`src/rtl/hdmi_rx_align_ctrl.sv`:
```
// TMDS word aligner: steps the deserializer one bit at a time until a run of control tokens is found.
// Latency: outputs are registered, one cycle after the sampled word. Backpressure: none; words are sampled only when word_valid is high.
module hdmi_rx_align_ctrl #(
  parameter int SEARCH_WORDS = 1024,
  parameter int SLIP_SETTLE  = 4,
  parameter int LOCK_TOKENS  = 16,
  parameter int LOSS_WORDS   = 4096
) (
  input  logic       clk,
  input  logic       rst_n,
  input  logic       enable,
  input  logic       word_valid,
  input  logic [9:0] tmds_word,
  output logic       bitslip,
  output logic       locked,
  output logic [3:0] slip_count,
  output logic       align_err,
  output logic       token_seen
);

  localparam int WCW = $clog2(SEARCH_WORDS) + 1;
  localparam int SCW = $clog2(SLIP_SETTLE) + 1;
  localparam int RCW = $clog2(LOCK_TOKENS) + 1;
  localparam int LCW = $clog2(LOSS_WORDS) + 1;

  localparam logic [WCW-1:0] WORD_MAX   = WCW'(SEARCH_WORDS);
  localparam logic [SCW-1:0] SETTLE_MAX = SCW'(SLIP_SETTLE);
  localparam logic [RCW-1:0] RUN_MAX    = RCW'(LOCK_TOKENS);
  localparam logic [LCW-1:0] LOSS_MAX   = LCW'(LOSS_WORDS);

  typedef enum logic [2:0] {IDLE, SEARCH, SLIP, SETTLE, LOCKED} state_e;

  state_e         state_q, state_d;
  logic [WCW-1:0] word_cnt_q, word_cnt_d, word_inc;
  logic [SCW-1:0] settle_cnt_q, settle_cnt_d, settle_inc;
  logic [RCW-1:0] run_cnt_q, run_cnt_d, run_inc;
  logic [LCW-1:0] loss_cnt_q, loss_cnt_d, loss_inc;
  logic [3:0]     slip_count_q, slip_count_d;
  logic           bitslip_q, bitslip_d;
  logic           locked_q, locked_d;
  logic           align_err_q, align_err_d;
  logic           token_seen_q, token_seen_d;
  logic           is_token, tok_vld;

  assign is_token = (tmds_word == 10'h354) || (tmds_word == 10'h0AB) ||
                    (tmds_word == 10'h154) || (tmds_word == 10'h2AB);
  assign tok_vld  = word_valid && is_token;

  // All counters hold at their terminal value instead of wrapping.
  assign word_inc   = (word_cnt_q == WORD_MAX)     ? word_cnt_q   : word_cnt_q + WCW'(1);
  assign settle_inc = (settle_cnt_q == SETTLE_MAX) ? settle_cnt_q : settle_cnt_q + SCW'(1);
  assign run_inc    = (run_cnt_q == RUN_MAX)       ? run_cnt_q    : run_cnt_q + RCW'(1);
  assign loss_inc   = (loss_cnt_q == LOSS_MAX)     ? loss_cnt_q   : loss_cnt_q + LCW'(1);

  always_comb begin
    state_d      = state_q;
    word_cnt_d   = word_cnt_q;
    settle_cnt_d = settle_cnt_q;
    run_cnt_d    = run_cnt_q;
    loss_cnt_d   = loss_cnt_q;
    slip_count_d = slip_count_q;
    locked_d     = locked_q;
    align_err_d  = align_err_q;
    bitslip_d    = 1'b0;
    token_seen_d = tok_vld && ((state_q == SEARCH) || (state_q == SLIP) || (state_q == LOCKED));

    if (!enable) begin
      state_d      = IDLE;
      word_cnt_d   = '0;
      settle_cnt_d = '0;
      run_cnt_d    = '0;
      loss_cnt_d   = '0;
      slip_count_d = 4'd0;
      locked_d     = 1'b0;
      align_err_d  = 1'b0;
    end else begin
      case (state_q)
        IDLE: begin
          state_d    = SEARCH;
          word_cnt_d = '0;
          run_cnt_d  = '0;
        end
        SEARCH: begin
          if (word_valid) begin
            word_cnt_d = word_inc;
            run_cnt_d  = is_token ? run_inc : '0;
            // A lock on the same word that exhausts the search window takes priority.
            if (is_token && (run_inc == RUN_MAX)) begin
              state_d    = LOCKED;
              locked_d   = 1'b1;
              loss_cnt_d = '0;
            end else if (word_inc == WORD_MAX) begin
              state_d   = SLIP;
              bitslip_d = 1'b1;
            end
          end
        end
        SLIP: begin
          state_d      = SETTLE;
          settle_cnt_d = '0;
          if (slip_count_q == 4'd9) begin
            slip_count_d = 4'd0;
            align_err_d  = 1'b1;
          end else begin
            slip_count_d = slip_count_q + 4'd1;
          end
        end
        SETTLE: begin
          if (settle_inc == SETTLE_MAX) begin
            state_d      = SEARCH;
            settle_cnt_d = '0;
            word_cnt_d   = '0;
            run_cnt_d    = '0;
          end else begin
            settle_cnt_d = settle_inc;
          end
        end
        LOCKED: begin
          if (word_valid) begin
            if (is_token) begin
              loss_cnt_d = '0;
            end else if (loss_inc == LOSS_MAX) begin
              state_d    = SEARCH;
              locked_d   = 1'b0;
              loss_cnt_d = '0;
              word_cnt_d = '0;
              run_cnt_d  = '0;
            end else begin
              loss_cnt_d = loss_inc;
            end
          end
        end
        default: state_d = IDLE;
      endcase
    end
  end

  always_ff @(posedge clk or negedge rst_n) begin
    if (!rst_n) begin
      state_q      <= IDLE;
      word_cnt_q   <= '0;
      settle_cnt_q <= '0;
      run_cnt_q    <= '0;
      loss_cnt_q   <= '0;
      slip_count_q <= 4'd0;
      bitslip_q    <= 1'b0;
      locked_q     <= 1'b0;
      align_err_q  <= 1'b0;
      token_seen_q <= 1'b0;
    end else begin
      state_q      <= state_d;
      word_cnt_q   <= word_cnt_d;
      settle_cnt_q <= settle_cnt_d;
      run_cnt_q    <= run_cnt_d;
      loss_cnt_q   <= loss_cnt_d;
      slip_count_q <= slip_count_d;
      bitslip_q    <= bitslip_d;
      locked_q     <= locked_d;
      align_err_q  <= align_err_d;
      token_seen_q <= token_seen_d;
    end
  end

  assign bitslip    = bitslip_q;
  assign locked     = locked_q;
  assign slip_count = slip_count_q;
  assign align_err  = align_err_q;
  assign token_seen = token_seen_q;

endmodule

```
`config.mk`:
```
export PLATFORM = sky130hd
export DESIGN_NAME = hdmi_rx_align_ctrl
export DESIGN_NICKNAME = d
export VERILOG_FILES = /design/src/rtl/hdmi_rx_align_ctrl.sv
export SDC_FILE = /design/constraint.sdc
export NUM_CORES = 1
export LEC_CHECK = 0
export CAP_MARGIN = 20
export CORE_MARGIN = 1
export CORE_UTILIZATION = 59
export CTS_BUF_LIST = sky130_fd_sc_hd__clkbuf_16
export CTS_CLUSTER_SIZE = 8
export DETAILED_ROUTE_END_ITERATION = 10
export PLACE_DENSITY = 0.85
export SKIP_LAST_GASP = 1
export SYNTH_ARGS = -nofsm -noshare
export SYNTH_HDL_FRONTEND = slang
export SYNTH_SLANG_ARGS = --single-unit
export TNS_END_PERCENT = 5
```
`constraint.sdc`:
```
create_clock -name clk -period 3.4 [get_ports clk]
set_input_delay 0.68 -clock clk [delete_from_list [all_inputs] [get_ports clk]]
set_output_delay 0.68 -clock clk [all_outputs]
set_load 0.1 [all_outputs]
```
==> metrics.cfg, run 1 <==
[worst_setup_path]
endpoint_kind=flip-flop
critPathMaxFanout=14
rr_worst_depth=8
reg2reg_slack_ns=0.54
cp.arrival_ns=3.06
critPathLaunch=tmds_word[4]
cp_cell_sequence=clkdlybuf4s50_1 > nand4bb_1 > or4_1 > and2_4 > or3_4 > o211a_4 > a21o_1 > a22o_1
r2r_start=loss_cnt_q[0]
start_kind=input port
path_class=in -> reg
slowest_stage=or4_1
r2r-end=loss_cnt_q[6]
crit_family=simple AND/OR/NAND/NOR gates
crit_cells=8
slowest_delay_ns=0.52
crit_end=loss_cnt_q[12]
cp.required_ns=3.57
path_buf_inv=1

[place]
globalplace.congestion=0.9228
hpwl_um=4836
portBuffers=20

[sta]
period_share=0.8487
drv_slew=0
fin_hold_ws_ns=0.5188
period_needed_ns=2.885
skew_ns=0.003957
finalSetupTns_ns=0
finalHoldViolCount=0
worstMarginPinSlew_ns=0.9593
setup_viol=0
rsz0062_at_grt=no
relSlewSlack=0.3585
max_freq_mhz=346.6

[die]
die-area_mm2=0.005475
fp.dieH_um=73.99
start_util=0.6307
pin_count=22
fp.coreArea_mm2=0.004848
die-width_um=73.99
rows=25

[synth]
ys_top_cells_by_area=dfrtp_1 35%, nand3_1 5.7%, nand2_1 4.2%, ha_1 4.1%, o21ai_0 3.1%
synth_top_area_cell=dfrtp_1
yosys.area.top_type_share=0.3519
synth_edf_count=0
yosysUniqueCellTypes=58
async_flop_share=1.000
synthFlopType=dfrtp_1
synthCells=370
yosysSeqAreaShare=0.3519
synthesis.area_mm2=0.003058
syn_nets=394
ys_warn_count=0
synth.avg_cell_area_um2=8.265
ys_ff_latch=43

[clocking]
cts_hold_buf=0
cts_tree=done
clk_latency_ns=0.28
clk_pin_slew_worst_paths_ns=0.06
root_buffer=clkbuf_16
cts-resized-gates=0
clock_path_buffers=2
numCtsBuffers=5
postCtsSetupBuffers=0
cts_sinks=43
cts_max_level=2

[power]
irDropWorstVdd_mv=0.2593
power_density_mw_per_mm2=354.0
p_leak_nw=1.441

[hold_path]
whs_path_depth=2
worst_hold_path_type=reg -> reg

[outcome]
status=finished clean

[global_route]
grt_first_pass_wirelength_um=12100
antenna_found_initial=0
grt_pass1_vias=2640
grt_max_degree=44
overflow=0
grt_usage=0.2834

[layout]
mostFrequentLayoutCells=43 x dfrtp_1, 35 x nand3_1, 34 x nand2_1, 25 x nor2_1
syn_to_final_growth_pct=11.78
finalNetCount=408
nFillCells=390
seqCellArea_mm2=0.001076
drive_above_1_share=0.06234
final_common_cell=dfrtp_1
n_antenna_cell=0
multi_input_area_mm2=0.001831

[routing]
drt_iter0_drc=292
drt_wl_total_um=7025
antenna_left=0
drcViolationCount=0
first_pass_iters=5
vias_per_cell=6.500
drt-wirelength-per-cell_um=15.54
via_count=2938

[flow_run]
drv_cap=0

## through the flow
stage               instances  area (um2)    util   power, W  setup WS [ns]
finish                    452        3418  0.7050   0.001210         0.5146
global route              452        3418  0.7050   0.001262         0.2741
CTS                       452        3418  0.7050   0.001210         0.5106
global placement          444        3281  0.6766  0.0007409         0.2462
detailed placement        444        3281  0.6766  0.0007491         0.2079
floorplan                 370        3058       -  0.0006812         0.7221
## routing by layer
metal	track usage	part of all wire	vias to the layer above
met4	0.08974	0.012	0
met1	0.3875	0.47	1415
li1	-	-	1397
met3	0.04607	0.046	13
met2	0.4606	0.48	113
met5	0	0	-
## logic make-up after synthesis
logic type	Yosys count	synth area share
compound gates	99	0.2218
xor+xnor	6	0.01719
fa+ha+maj	10	0.04092
buf+inv	36	0.05155
flops	43	0.3519
mux	5	0.01678
simple gates	171	0.2999
## synthesized netlist by cell type, drive strengths merged, types with 5 or more instances
cell	number
dfrtp	43
nand3	35
nand2	34
o21ai	30
nor2	25
inv	17
and3	14
a21oi	12
nor3	12
clkbuf	10
ha	10
nand4	10
a21o	8
buf	8
nand3b	7
o31ai	7
nand2b	6
nor2b	6
a31oi	5
o22a	5
## report_power, final
group / internal, W / total, W / leakage (nW) / switching, W
logic: 0.0000752 / 0.000191 / 0.770 / 0.000116
registers: 0.000527 / 0.000557 / 0.596 / 0.0000293
clock network: 0.000266 / 0.000463 / 0.0762 / 0.000197
total: 0.000868 / 0.00121 / 1.44 / 0.000342
## area by class of cell
class / count / area share
Sequential cell: 43 / 0.3148
Tap cell: 67 / 0.02452
Timing Repair Buffer: 25 / 0.06515
Clock inverter: 3 / 0.003660
Multi-Input combinational cell: 291 / 0.5355
Inverter: 18 / 0.01977
Clock buffer: 5 / 0.03660
## worst min path at each step
stage / start / to / slack [ns]
2_1_floorplan: rst_n / align_err / 0.38
3_3_place_gp: slip_count[3] / slip_count[3] / 0.50
3_5_place_dp: slip_count[3] / slip_count[3] / 0.51
4_1_cts: slip_count[3] / slip_count[3] / 0.52
5_1_grt: align_err / align_err / 0.54
6_report: align_err / align_err / 0.52
## registers in the layout, indices dropped and copies added (netlist names)
| signal | count |
|---|---|
| word_cnt_q | 11 |
| slip_count | 4 |
| state_q | 3 |
| align_err | 1 |
| settle_cnt_q | 3 |
| loss_cnt_q | 13 |
| bitslip | 1 |
| run_cnt_q | 5 |
| locked | 1 |
| token_seen | 1 |
## worst register-to-register path, cell delays in order, from the launching register on
cell      delay (ns)
dfrtp_1         0.46
ha_1            0.34
and3_1          0.30
and4_1          0.29
mux2i_1         0.27
nor2_1          0.10
a31oi_2         0.68
a21boi_0        0.26
a21o_1          0.10
Note: power is estimated with default switching activity, not from simulation.
==> run 2, diff against run 1 <==
==> constraint.sdc (replaced) <==
create_clock -name clk -period 2.85 [get_ports clk]
set_input_delay 0.57 -clock clk [delete_from_list [all_inputs] [get_ports clk]]
set_output_delay 0.57 -clock clk [all_outputs]
set_load 0.1 [all_outputs]
==> run 2 against run 1 <==
  * Utilization is 2.3 points higher
  * Global-route usage increased by 0.82 points
  * Sequential power up 19%
  * Critical endpoint is now loss_cnt_q[2]
  * Hold slack got worse by 0.091 ns
  * Die area stayed put
  * Register-to-register slack worse by 0.40 ns
  * Critical path type unchanged
  * Clock power up 20%
==> metrics.cfg, run 2 (synthesized netlist as in run 1, its figures left out) <==
[global_route]
grt_pass1_vias=2770  ; was 2,640
antenna_found_initial=0  ; unchanged
overflow=0  ; unchanged
grt_usage=0.2917  ; was 0.2834
grt_max_degree=44  ; unchanged
grt_first_pass_wirelength_um=12430  ; was 12,100 um

[layout]
finalNetCount=422  ; was 408
multi_input_area_mm2=0.001847  ; was 0.001831 mm2
nFillCells=366  ; was 390
seqCellArea_mm2=0.001076  ; unchanged
top_register=loss_cnt_q  ; unchanged
syn_to_final_growth_pct=15.51  ; was 11.78%
mostFrequentLayoutCells=43 x dfrtp_1, 35 x nand3_1, 34 x nand2_1, 27 x buf_4, 25 x nor2_1  ; was 43 x dfrtp_1, 35 x nand3_1, 34 x nand2_1, 25 x nor2_1
final_area_mm2=0.003532  ; was 0.003418 mm2
final_core_util=0.7285  ; was 0.7050
n_antenna_cell=0  ; unchanged
largest_reg_flops=13  ; unchanged
drive_above_1_share=0.1078  ; was 0.06234
final_common_cell=dfrtp_1  ; unchanged
top_regs=loss_cnt_q (13), word_cnt_q (11), run_cnt_q (5)  ; unchanged

[clocking]
clock_path_buffers=2  ; unchanged
numCtsBuffers=5  ; unchanged
root_buffer=clkbuf_16  ; unchanged
cts_hold_buf=0  ; unchanged
cts_sinks=43  ; unchanged
cts_max_level=2  ; unchanged
clk_latency_ns=0.29  ; was 0.28 ns
clk_pin_slew_worst_paths_ns=0.06  ; about the same
cts_tree=done  ; unchanged

[sta]
finalHoldViolCount=0  ; unchanged
drv_slew=0  ; unchanged
rsz0062_at_grt=no  ; unchanged
setup_viol=0  ; unchanged
relSlewSlack=0.3615  ; was 0.3585
max_freq_mhz=367.0
worstMarginPinSlew_ns=0.9578  ; was 0.9593 ns
period_needed_ns=2.725
skew_ns=0.009005  ; was 0.003957 ns
layout_setup_ws_ns=0.1254  ; was 0.5146 ns
period_share=0.9560

[worst_setup_path]
reg2reg_slack_ns=0.14  ; was 0.54 ns
cp.arrival_ns=2.89  ; was 3.06 ns
rr_worst_depth=10  ; was 8
critPathLaunch=tmds_word[5]  ; was tmds_word[4]
crit_family=simple AND/OR/NAND/NOR gates  ; unchanged
path_buf_inv=2  ; was 1
cpMostUsedCell=o21ai_1
slowest_stage=or4_1  ; unchanged
start_kind=input port  ; unchanged
critPathMaxFanout=6  ; was 14
cp.required_ns=3.02  ; was 3.57 ns
crit_cells=9  ; was 8
crit_end=loss_cnt_q[2]  ; was loss_cnt_q[12]
cp_cell_sequence=clkdlybuf4s50_1 > nand4bb_1 > or4_1 > and2_4 > or3_4 > o211a_4 > buf_4 > o21ai_1 > o21ai_1  ; was clkdlybuf4s50_1 > nand4bb_1 > or4_1 > and2_4 > or3_4 > o211a_4 > a21o_1 > a22o_1
r2r_start=loss_cnt_q[0]  ; unchanged
path_class=in -> reg  ; unchanged
slowest_delay_ns=0.52  ; about the same
r2r-end=run_cnt_q[3]  ; was loss_cnt_q[6]
endpoint_kind=flip-flop  ; unchanged

[routing]
drt_iter0_drc=319  ; was 292
via_count=2977  ; was 2,938
drt_wl_total_um=7314  ; was 7025 um
first_pass_iters=5  ; unchanged
antenna_left=0  ; unchanged
drt-wirelength-per-cell_um=15.70  ; was 15.54 um
vias_per_cell=6.388  ; was 6.500
drcViolationCount=0  ; unchanged

[power]
clockPowerShare=0.381  ; was 0.382
power_density_mw_per_mm2=412.1  ; was 354.0 mW/mm2
power_switching_w=0.0004103  ; was 0.0003417 W
comb_power_share=0.163  ; was 0.158
seq_power_share=0.456  ; was 0.460
swShare=0.2818  ; was 0.2824
p_int_w=0.001045  ; was 0.0008683 W
total_power_w=0.001456  ; was 0.001210 W
p_leak_nw=1.510  ; was 1.441 nW
irDropWorstVdd_mv=0.2594  ; was 0.2593 mV

[die]
fp.dieH_um=73.99  ; unchanged
rows=25  ; unchanged
pin_count=22  ; unchanged
fp.coreArea_mm2=0.004848  ; unchanged
start_util=0.6307  ; unchanged
die-width_um=73.99  ; unchanged
die-area_mm2=0.005475  ; unchanged

[place]
pre_cts_ws_ns=-0.1675  ; was 0.2079 ns
hpwl_um=5137  ; was 4836 um
placed_area_mm2=0.003361  ; was 0.003281 mm2
portBuffers=20  ; unchanged
globalplace.congestion=0.9313  ; was 0.9228

[hold_path]
worst_hold_path_type=in -> async  ; was reg -> reg

[outcome]
status=finished clean  ; unchanged

[flow_run]
drv_cap=0  ; unchanged

[run 2: per-layer routing]
metal	up-vias	share of wire	global-route usage
li1	1437	-	-
met1	1409	0.45	0.3881
met2	116	0.48	0.4818
met3	15	0.058	0.04201
met4	0	0.016	0.1111
met5	-	0	0
[run 2: repair_timing]
item / 4_1_cts / 5_1_grt
endpoints found under the setup margin: 1 / 22
pin swaps: 0 / 1
gates resized for setup: 1 / 1
buffers inserted: 0 / 2
[run 2: layout make-up]
| cell class | instances | area share |
|---|---|---|
| multi-input combinational | 291 | 0.5228 |
| sequential | 43 | 0.3046 |
| timing repair buffer | 39 | 0.08998 |
| clock buffer | 5 | 0.03542 |
| tap | 67 | 0.02373 |
| inverter | 18 | 0.01913 |
| clock inverter | 3 | 0.004251 |
[run 2: stage by stage]
step | hold WS, ns | instances | TNS [ns]
after global routing | 0.5092 | 466 | 0
final | 0.4281 | 466 | 0
after detailed placement | 0.5230 | 456 | -1.608
after floorplan | 0.2744 | 370 | 0
after global placement | 0.5039 | 456 | -0.7369
after CTS | 0.4701 | 464 | 0
[run 2: worst min path at each step]
stage / startpoint / end / slack, ns / depth (start not counted)
floorplan: rst_n / align_err / 0.27 / 0
global placement: align_err / align_err / 0.50 / 2
detailed placement: slip_count[3] / slip_count[3] / 0.52 / 1
CTS: rst_n / slip_count[2] / 0.47 / 1
global route: rst_n / slip_count[2] / 0.51 / 1
finish: rst_n / slip_count[2] / 0.43 / 1
[run 2: power by group through the flow]
stage | Combinational, W | Sequential (W) | Clock, W
6_report | 0.000237 | 0.000664 | 0.000555
2_1_floorplan | 0.000142 | 0.000670 | 0
3_5_place_dp | 0.000229 | 0.000674 | 0
5_1_grt | 0.000257 | 0.000666 | 0.000589
4_1_cts | 0.000233 | 0.000663 | 0.000560
3_3_place_gp | 0.000223 | 0.000672 | 0
